## config.mk

```make
export PLATFORM = sky130hd
export DESIGN_NAME = pipe_stall_ctrl
export DESIGN_NICKNAME = d
export VERILOG_FILES = /design/src/rtl/pipe_stall_ctrl.sv
export SDC_FILE = /design/constraint.sdc
export NUM_CORES = 1
export LEC_CHECK = 0
export ABC_CLOCK_PERIOD_IN_PS = 5500
export CORE_MARGIN = 2
export CORE_UTILIZATION = 41
export CTS_CLUSTER_SIZE = 25
export DETAILED_ROUTE_END_ITERATION = 8
export PLACE_DENSITY = 0.85
export SETUP_SLACK_MARGIN = 0.4
export SYNTH_ARGS = -nofsm -noshare
export SYNTH_HDL_FRONTEND = slang
export SYNTH_SLANG_ARGS = --single-unit
```

## constraint.sdc

```tcl
create_clock -name clk -period 5.5 [get_ports clk]
set_input_delay 1.65 -clock clk [delete_from_list [all_inputs] [get_ports clk]]
set_output_delay 1.65 -clock clk [all_outputs]
set_load 0.02 [all_outputs]
```

## src/rtl/pipe_stall_ctrl.sv

```systemverilog
// ----------------------------------------------------------------------------
// pipe_stall_ctrl
// Hazard and stall controller for the 5-stage pipeline. It decides each
// cycle whether the D-stage instruction stalls. A stall comes from a
// Tuse/Tnew register hazard against E/M, or from the mult/div unit being busy.
// It is the single source of the F/D enables and of the E bubble.
//
// Optional feature macro: STALL_STAT_EN (adds stall_cnt / stat_clr).
//
// Ports:
//   clk, rst            clock, synchronous active-high reset
//   D_rs, D_rt          D-stage source register addresses
//   D_Tuse_rs/_rt       cycles until each source is needed (3 = unused)
//   D_is_md             D instruction uses the mult/div unit or HI/LO
//   E_wa/E_we/E_Tnew    E-stage destination, write enable, result latency
//   M_wa/M_we/M_Tnew    M-stage destination, write enable, result latency
//   md_start/md_is_div  E-stage mult/div start pulse and its kind
//   stat_clr            (STALL_STAT_EN) clear stall statistics counter
//   stall_cnt           (STALL_STAT_EN) count of stalled cycles, wraps
//   stall               combined stall (combinational)
//   en_F, en_D          F/D register enables (= !stall)
//   clr_E               synchronous clear of E register (= stall)
//   md_busy             mult/div unit busy (from counter register)
// ----------------------------------------------------------------------------
module pipe_stall_ctrl #(
   parameter int unsigned MULT_CYCLES = 5,
   parameter int unsigned DIV_CYCLES  = 10
) (
   input  logic        clk,
   input  logic        rst,
   input  logic [4:0]  D_rs,
   input  logic [4:0]  D_rt,
   input  logic [1:0]  D_Tuse_rs,
   input  logic [1:0]  D_Tuse_rt,
   input  logic        D_is_md,
   input  logic [4:0]  E_wa,
   input  logic        E_we,
   input  logic [1:0]  E_Tnew,
   input  logic [4:0]  M_wa,
   input  logic        M_we,
   input  logic [1:0]  M_Tnew,
   input  logic        md_start,
   input  logic        md_is_div,
`ifdef STALL_STAT_EN
   input  logic        stat_clr,
   output logic [31:0] stall_cnt,
`endif
   output logic        stall,
   output logic        en_F,
   output logic        en_D,
   output logic        clr_E,
   output logic        md_busy
);

   localparam int unsigned CNT_W  = 4;
   localparam int unsigned STAT_W = 32;

   logic [CNT_W-1:0] r_md_cnt;
   logic             w_stall_rs;
   logic             w_stall_rt;
   logic             w_stall_md;
   logic             w_stall_raw;

   // Mult/div busy counter: load on start, count down to zero, never wrap.
   always_ff @(posedge clk) begin
      if (rst) begin
         r_md_cnt <= '0;
      end else if (md_start) begin
         r_md_cnt <= md_is_div ? CNT_W'(DIV_CYCLES) : CNT_W'(MULT_CYCLES);
      end else if (r_md_cnt != '0) begin
         r_md_cnt <= r_md_cnt - CNT_W'(1);
      end
   end

   assign md_busy = (r_md_cnt != '0);

   // Register hazards: a producer whose result is not ready in time for
   // the consumer stalls D. $0 is never a hazard, on either side.
   always_comb begin
      w_stall_rs = 1'b0;
      w_stall_rt = 1'b0;
      if (D_rs != 5'd0) begin
         w_stall_rs = (E_we && (E_wa == D_rs) && (E_Tnew > D_Tuse_rs)) ||
                      (M_we && (M_wa == D_rs) && (M_Tnew > D_Tuse_rs));
      end
      if (D_rt != 5'd0) begin
         w_stall_rt = (E_we && (E_wa == D_rt) && (E_Tnew > D_Tuse_rt)) ||
                      (M_we && (M_wa == D_rt) && (M_Tnew > D_Tuse_rt));
      end
   end

   // md hazard includes the cycle in which the start itself sits in E.
   assign w_stall_md  = D_is_md && (md_busy || md_start);
   assign w_stall_raw = w_stall_rs || w_stall_rt || w_stall_md;

   // Reset forces the pipeline to run freely regardless of inputs.
   assign stall = rst ? 1'b0 : w_stall_raw;
   assign en_F  = !stall;
   assign en_D  = !stall;
   assign clr_E = stall;

`ifdef STALL_STAT_EN
   logic [STAT_W-1:0] r_stall_cnt;

   // Stall statistics: clear wins over increment; wraps naturally.
   always_ff @(posedge clk) begin
      if (rst || stat_clr) begin
         r_stall_cnt <= '0;
      end else if (stall) begin
         r_stall_cnt <= r_stall_cnt + STAT_W'(1);
      end
   end

   assign stall_cnt = r_stall_cnt;
`endif

endmodule

```

==> summary.md, run 1 <==
| Metric | Value |
|---|---|
| Outcome | `completed` |
| Area added between synthesis and finish | `66.1%` |
| WP data required | `3.85 ns` |
| Die area | `2060 sq um` |
| YS warnings | `0` |
| Worst IR Drop VDD | `0.135 mV` |
| Biggest regs | `r_md_cnt x4` |
| Maximum buffer depth of the clock tree | `2` |
| Total wire length | `2240 microns` |
| Fraction of power consumed by combinational cells | `58.8%` |
| Mapped Cells | `94` |
| Top Family by Delay on Critical Path | `buffers and inverters` |
| GR Overflow Total | `0` |
| Crit. End Element | `output port` |
| Slowest stage cell, crit path | `clkdlybuf4s50_1` |
| Switch Pwr | `0.0643 mW` |
| Port Buf Inserts | `39` |
| Antenna viol nets, final | `0` |
| CP Data Arrival Time | `3.56 ns` |
| Final worst slack | `0.286 ns` |
| Vias in the first global route | `844` |
| Class of the most critical setup path | `input port to output port` |
| Mean post-synth cell area | `7.47 sq um` |
| Root Buffer | `clkbuf_4` |
| First-pass GRT wire length | `3590 microns` |
| Post-CTS Setup Bufs | `0` |
| Max Slew Vio Count | `0` |
| Number of core rows | `14` |
| Clk sink count | `4` |
| Worst setup SP type | `input port` |
| CTS tree | `yes` |
| Max cap viols | `0` |
| Power per cell area | `152 nW/um^2` |
| Post-synthesis cell area | `702 sq um` |
| DP Wirelength | `1770 microns` |
| Number of synthesized register bits | `4` |
| Vias | `827` |
| Starting density of the core | `45.0%` |
| Synth area leader | `xnor2_1` |
| Slowest stage delay, CP | `0.47 ns` |
| Worst path bufs/invs | `4` |
| Height of the die | `45.4 microns` |
| Crit path cell chain | `clkdlybuf4s50_1, inv_2, buf_4, ha_4, nand2_1, nand3_1, nor4_1, o21ai_1, and3_4, buf_6` |
| Power, Total | `0.177 mW` |
| # fillers | `120` |
| Netlist cell types | `24` |
| Final Hold Violating Endpoints | `0` |
| Ratio of cells with drive above 1 in the final layout | `12.6%` |
| Setup Viol. Count Final | `0` |
| Overall Global Routing Usage | `24.2%` |
| Final period util | `94.8%` |
| Drc violations | `0` |
| Fin crit period | `5.21 ns` |
| Seq/Total Area, Yosys | `11.4%` |
| Top cell type's share of synthesized area | `18.7%` |
| Leak | `0.473 nW` |
| Initial antenna violation count | `0` |
| Final nets | `182` |
| Multi-input logic area | `608 sq um` |
| H-tree Lvls | `1` |
| RSZ-0062 raised after global routing | `no` |
| # hold bufs at CTS | `0` |
| Worst-path clk slew | `0.04 ns` |
| Switch share | `36.2%` |
| Max_slew headroom | `72.7%` |
| DR WL/cell | `14.8 microns` |
| Worst Hold Class | `flip-flop to flip-flop` |
| IO Pins | `40` |
| Synth area leaders | `xnor2_1, ha_1, dfxtp_1, xor2_1, a21oi_1` |
| Final GP Congestion | `0.861` |
| Reg power frac | `19.9%` |
| Worst Clk Skew | `0.00825 ns` |
| Ant diodes | `0` |
| Register area | `80.1 sq um` |
| Actual slew at the worst max-slew pin | `0.406 ns` |
| P_int | `0.113 mW` |
| Largest net degree at the start of global routing | `8` |
| Largest register FFs | `4` |
| Initial drt markers | `11` |
| TritonCTS buffer count | `3` |
| Worst-skew pair later-pin latency | `0.24 ns` |
| DIE WIDTH | `45.4 microns` |
| Max FO, Critical Path | `2` |
| Pre-CTS WS | `-0.0835 ns` |
| Mapped Nets | `139` |
| CORE AREA | `1560 sq um` |
| Fmax | `192 MHz` |
| Vias/cell | `5.48` |
| 1st-pass router iterations | `4` |
| Largest register by flop count | `r_md_cnt` |
| Clk pwr share | `21.3%` |
metrics by stage:
stage	TNS [ns]	instances	utilization, %	cell area, sq um	hold WS (ns)
finish	0	151	74.8	1170	0.665
global route	0	151	74.8	1170	0.725
CTS	0	151	72.4	1130	0.667
detailed placement	-0.324	148	71.0	1110	0.659
global placement	-0.245	148	71.0	1110	0.598
floorplan	0	94	-	702	0.548
power by group through the flow:
| stage | combinational [mW] | sequential (mW) | clock, mW |
|---|---|---|---|
| after detailed placement | 0.0981 | 0.0357 | 0 |
| after floorplan | 0.0511 | 0.0348 | 0 |
| final | 0.104 | 0.0353 | 0.0378 |
| after global placement | 0.0946 | 0.0353 | 0 |
| after CTS | 0.0977 | 0.0352 | 0.0390 |
| after global routing | 0.114 | 0.0355 | 0.0425 |
tightest hold or removal path, stage by stage, from the launching register on:
cell	delay, ns
dfxtp_1	0.32
xnor2_1	0.16
o21a_1	0.11
nor2_1	0.03
Yosys cell counts, drive strengths merged:
master and number:
xnor2 15, ha 10, inv 10, a21oi 8, xor2 8, nor2 6
nand3 5, dfxtp 4, nor4 4, nand2 3, nor3 3, o21ai 3
a21boi 2, buf 2, nand4 2, nor2b 2, a211oi 1, a22oi 1
and3 1, clkbuf 1, nand2b 1, o21a 1, or3b 1
worst paths after layout:
| path | startpoint | cells after the start | endpoint | slack [ns] |
|---|---|---|---|---|
| max reg2reg | r_md_cnt[0] | 6 | r_md_cnt[3] | 3.97 |
| min reg2reg | r_md_cnt[0] | 3 | r_md_cnt[0] | 0.66 |
| max | D_Tuse_rs[1] | 10 | en_D | 0.29 |
| min | r_md_cnt[0] | 3 | r_md_cnt[0] | 0.66 |
layer usage:
layer	wire, microns	part of all wire (%)	vias to the layer above	global-route usage, %
met1	895	40	385	25.8
met2	1200	54	35	42.3
met4	27	1.2	0	10.6
li1	-	-	403	-
met3	118	5.3	4	8.73
met5	0	0	-	0
cell type report:
class	count	area share (%)
Inverter	10	3.22
Tap cell	16	1.72
Multi-Input combinational cell	77	52.1
Clock buffer	3	1.93
Sequential cell	4	6.87
Timing Repair Buffer	41	34.1
what timing repair did:
action / in CTS / in global routing
pin swaps: 2 / 4
cloned: 0 / 0
setup endpoints to repair: 4 / 4
resized for setup: 16 / 15
kinds of logic after synthesis:
kind of cell / share of synthesized area (%)
AO/OA/AOI/OAI: 13.2
XOR/XNOR: 28.7
adder cells (fa/ha/maj): 17.8
buffers and inverters: 8.20
flip-flops: 11.4
AND/OR/NAND/NOR: 20.7
layout by cell type, fill, tap and decap left out, drive strengths merged:
cell type / synthesis / routed
inv: 10 / 10
nand2b: 1 / 1
nor4: 4 / 4
a22oi: 1 / 1
ha: 10 / 10
nor2b: 2 / 2
o21ai: 3 / 3
nand2: 3 / 3
clkbuf: 1 / 3
a21oi: 8 / 8
a211oi: 1 / 1
xnor2: 15 / 15
nor3: 3 / 3
a21boi: 2 / 2
dfxtp: 4 / 4
nor2: 6 / 6
nand3: 5 / 5
buf: 2 / 6
or3b: 1 / 1
nand4: 2 / 2
clkdlybuf4s50: 0 / 35
o21a: 1 / 1
xor2: 8 / 8
and3: 1 / 1
Note: power is estimated with default switching activity, not from simulation.
==> run 2: changes to the inputs <==
- ABC_CLOCK_PERIOD_IN_PS: 5500 -> 5250
- CORE_UTILIZATION: 41 -> 38
- PLACE_DENSITY: 0.85 -> 0.8
- SLEW_MARGIN: unset -> 20
- clock period: 5.5 -> 5.25 ns (I/O delays scaled with it)
==> run 2 against run 1 <==
Net effect:
- via count shrank 0.97%
- cell area up 12%
- clock skew shrank 0.0064 ns
- global-route usage decreased by 5.0 points
- sequential share of layout area shrank 0.75 points
- clock-buffer cell count did not move
- sequential power grew 4%
- non-clock buffer count is 2 higher
==> summary.md, run 2 (same netlist as run 1, synthesis figures left out) <==
| Metric | Value |
|---|---|
| CORE AREA | `1730 sq um (was 1560 sq um)` |
| Max FO, Critical Path | `3 (was 2)` |
| Setup Viol. Count Final | `0 (unchanged)` |
| CP Launch Point | `D_rt[2] (was D_Tuse_rs[1])` |
| Critical R2R Capture | `r_md_cnt[3] (unchanged)` |
| Final nets | `184 (was 182)` |
| DP Area | `1130 sq um (was 1110 sq um)` |
| Final period util | `90.6%` |
| Final Hold Violating Endpoints | `0 (unchanged)` |
| Actual slew at the worst max-slew pin | `0.303 ns (was 0.406 ns)` |
| Die area | `2210 sq um (was 2060 sq um)` |
| Setup tns final | `0 ns (unchanged)` |
| DIE WIDTH | `47.0 microns (was 45.4 microns)` |
| Clk sink count | `4 (unchanged)` |
| Largest register by flop count | `r_md_cnt (unchanged)` |
| Worst Hold Class | `flip-flop to flip-flop (unchanged)` |
| Reg power frac | `19.2% (was 19.9%)` |
| Outcome | `completed (unchanged)` |
| Clk pwr share | `19.8% (was 21.3%)` |
| Antenna viol nets, final | `0 (unchanged)` |
| Height of the die | `47.0 microns (was 45.4 microns)` |
| Largest register FFs | `4 (unchanged)` |
| H-tree Lvls | `1 (unchanged)` |
| Most common cell after layout, fill and taps aside | `clkdlybuf4s50_1 (unchanged)` |
| Drc violations | `0 (unchanged)` |
| Max Slew Vio Count | `0 (unchanged)` |
| Vias/cell | `5.06 (was 5.48)` |
| Cell area after layout | `1310 sq um (was 1170 sq um)` |
| Leak | `0.560 nW (was 0.473 nW)` |
| TritonCTS buffer count | `3 (unchanged)` |
| Worst Clk Skew | `0.00188 ns (was 0.00825 ns)` |
| Layout Utilization | `75.8% (was 74.8%)` |
| Routed length on met3 | `84 microns (was 118 microns)` |
| Met1 Wirelength | `775 microns (was 895 microns)` |
| Met2 wire length | `1260 microns (was 1200 microns)` |
| First-pass GRT wire length | `2930 microns (was 3590 microns)` |
| Overall Global Routing Usage | `19.1% (was 24.2%)` |
| Worst IR Drop VDD | `0.146 mV (was 0.135 mV)` |
| Worst min-delay path endpoint | `r_md_cnt[2] (was r_md_cnt[0])` |
| IO Pins | `40 (unchanged)` |
| Hold path start | `r_md_cnt[2] (was r_md_cnt[0])` |
| Switch Pwr | `0.0685 mW (was 0.0643 mW)` |
| WP data required | `3.68 ns (was 3.85 ns)` |
| Largest net degree at the start of global routing | `8 (unchanged)` |
| Vias in the first global route | `758 (was 844)` |
| Vias | `819 (was 827)` |
| Initial drt markers | `5 (was 11)` |
| Post-CTS Setup Bufs | `0 (unchanged)` |
| Total wire length | `2160 microns (was 2240 microns)` |
| Number of core rows | `15 (was 14)` |
| Most frequent cells in the layout | `clkdlybuf4s50_1, xnor2_1, a21oi_1, xor2_1, dlymetal6s2s_1 (was clkdlybuf4s50_1, xnor2_1, inv_1, ha_1)` |
| Power per cell area | `146 nW/um^2 (was 152 nW/um^2)` |
| FF-to-FF path depth | `6 (unchanged)` |
| CP Data Arrival Time | `3.18 ns (was 3.56 ns)` |
| Fmax | `210 MHz` |
| # fillers | `146 (was 120)` |
| DR WL/cell | `13.4 microns (was 14.8 microns)` |
| Worst-skew pair later-pin latency | `0.23 ns (was 0.24 ns)` |
| RSZ-0062 raised after global routing | `no (unchanged)` |
| # hold bufs at CTS | `0 (unchanged)` |
| Internal reg-to-reg setup slack | `3.72 ns (was 3.97 ns)` |
| Ratio of cells with drive above 1 in the final layout | `23.4% (was 12.6%)` |
| GR Overflow Total | `0 (unchanged)` |
| Biggest regs | `r_md_cnt x4 (unchanged)` |
| Inst Count DP | `159 (was 148)` |
| Hold depth | `3 (unchanged)` |
| Starting density of the core | `40.7% (was 45.0%)` |
| DP Wirelength | `1760 microns (was 1770 microns)` |
| Non-Filler Instances | `162 (was 151)` |
| 1st-pass router iterations | `4 (unchanged)` |
| Max_slew headroom | `79.7% (was 72.7%)` |
| Crit. End Element | `output port (unchanged)` |
| Worst-path clk slew | `0.04 ns (about the same)` |
| CTS tree | `yes (unchanged)` |
| Worst setup SP type | `input port (unchanged)` |
| Port Buf Inserts | `39 (unchanged)` |
| Fraction of power consumed by combinational cells | `61.0% (was 58.8%)` |
| Fin crit period | `4.76 ns` |
| Maximum buffer depth of the clock tree | `2 (unchanged)` |
| Class of the most critical setup path | `input port to output port (unchanged)` |
| P_int | `0.122 mW (was 0.113 mW)` |
| Area added between synthesis and finish | `86.5% (was 66.1%)` |
| Ant diodes | `0 (unchanged)` |
| Root Buffer | `clkbuf_4 (unchanged)` |
| Max cap viols | `0 (unchanged)` |
| Final GP Congestion | `0.817 (was 0.861)` |
| Initial antenna violation count | `0 (unchanged)` |
| Switch share | `36.0% (was 36.2%)` |
| Max Used Layer | `met4 (unchanged)` |
| Reg2reg start | `r_md_cnt[0] (unchanged)` |
## run 2: changes by cell type in the layout (fill, tap and decap cells not counted), moves of 3 or more
| cell | previous run | this run |
|---|---|---|
| clkdlybuf4s50_1 | 35 | 27 |
| dlymetal6s2s_1 | 0 | 8 |
| ha_1 | 9 | 4 |
| ha_4 | 1 | 6 |
| inv_1 | 9 | 6 |
| inv_2 | 1 | 4 |
## run 2: stage by stage
stage	setup slack (ns)	hold slack [ns]	total power, mW
detailed placement	-0.176	0.632	0.140
global route	0.437	0.657	0.204
finish	0.493	0.636	0.190
CTS	0.404	0.639	0.179
floorplan	0.738	0.548	0.0901
global placement	-0.150	0.585	0.137
## run 2: final cells by class
type	instances	area (sq um)	area share, %
multi-input cells	77	701	53.5
repair buffers	43	437	33.4
flip-flops and latches	4	80.1	6.12
inverters	10	37.5	2.87
well taps	25	31.3	2.39
clock buffers	3	22.5	1.72
## run 2: repair_timing
action	CTS	global route
endpoints found under the setup margin	4	4
resized for setup	21	33
pin swaps	8	10
gates cloned	0	0
## run 2: per-layer routing
metal	vias up	track usage [%]
li1	409	-
met1	384	17.9
met2	20	37.8
met3	6	3.46
met4	0	11.1
met5	-	0
## run 2: power groups by stage
stage	combinational [mW]	clock, mW	sequential, mW
2_1_floorplan	0.0536	0	0.0365
3_3_place_gp	0.100	0	0.0369
3_5_place_dp	0.103	0	0.0370
4_1_cts	0.103	0.0396	0.0366
5_1_grt	0.126	0.0408	0.0367
6_report	0.116	0.0377	0.0366
## run 2: worst max-delay path by stage
stage	to	slack [ns]
floorplan	en_F	0.74
global placement	clr_E	-0.15
detailed placement	clr_E	-0.18
CTS	en_F	0.40
global route	en_D	0.44
finish	en_F	0.49
## run 2: critical path, stage by stage
cell and delay [ns]:
clkdlybuf4s50_1 0.54, xnor2_1 0.15, nand3_1 0.16, nor4_4 0.32
o21ai_2 0.12, and3_4 0.20, buf_6 0.12
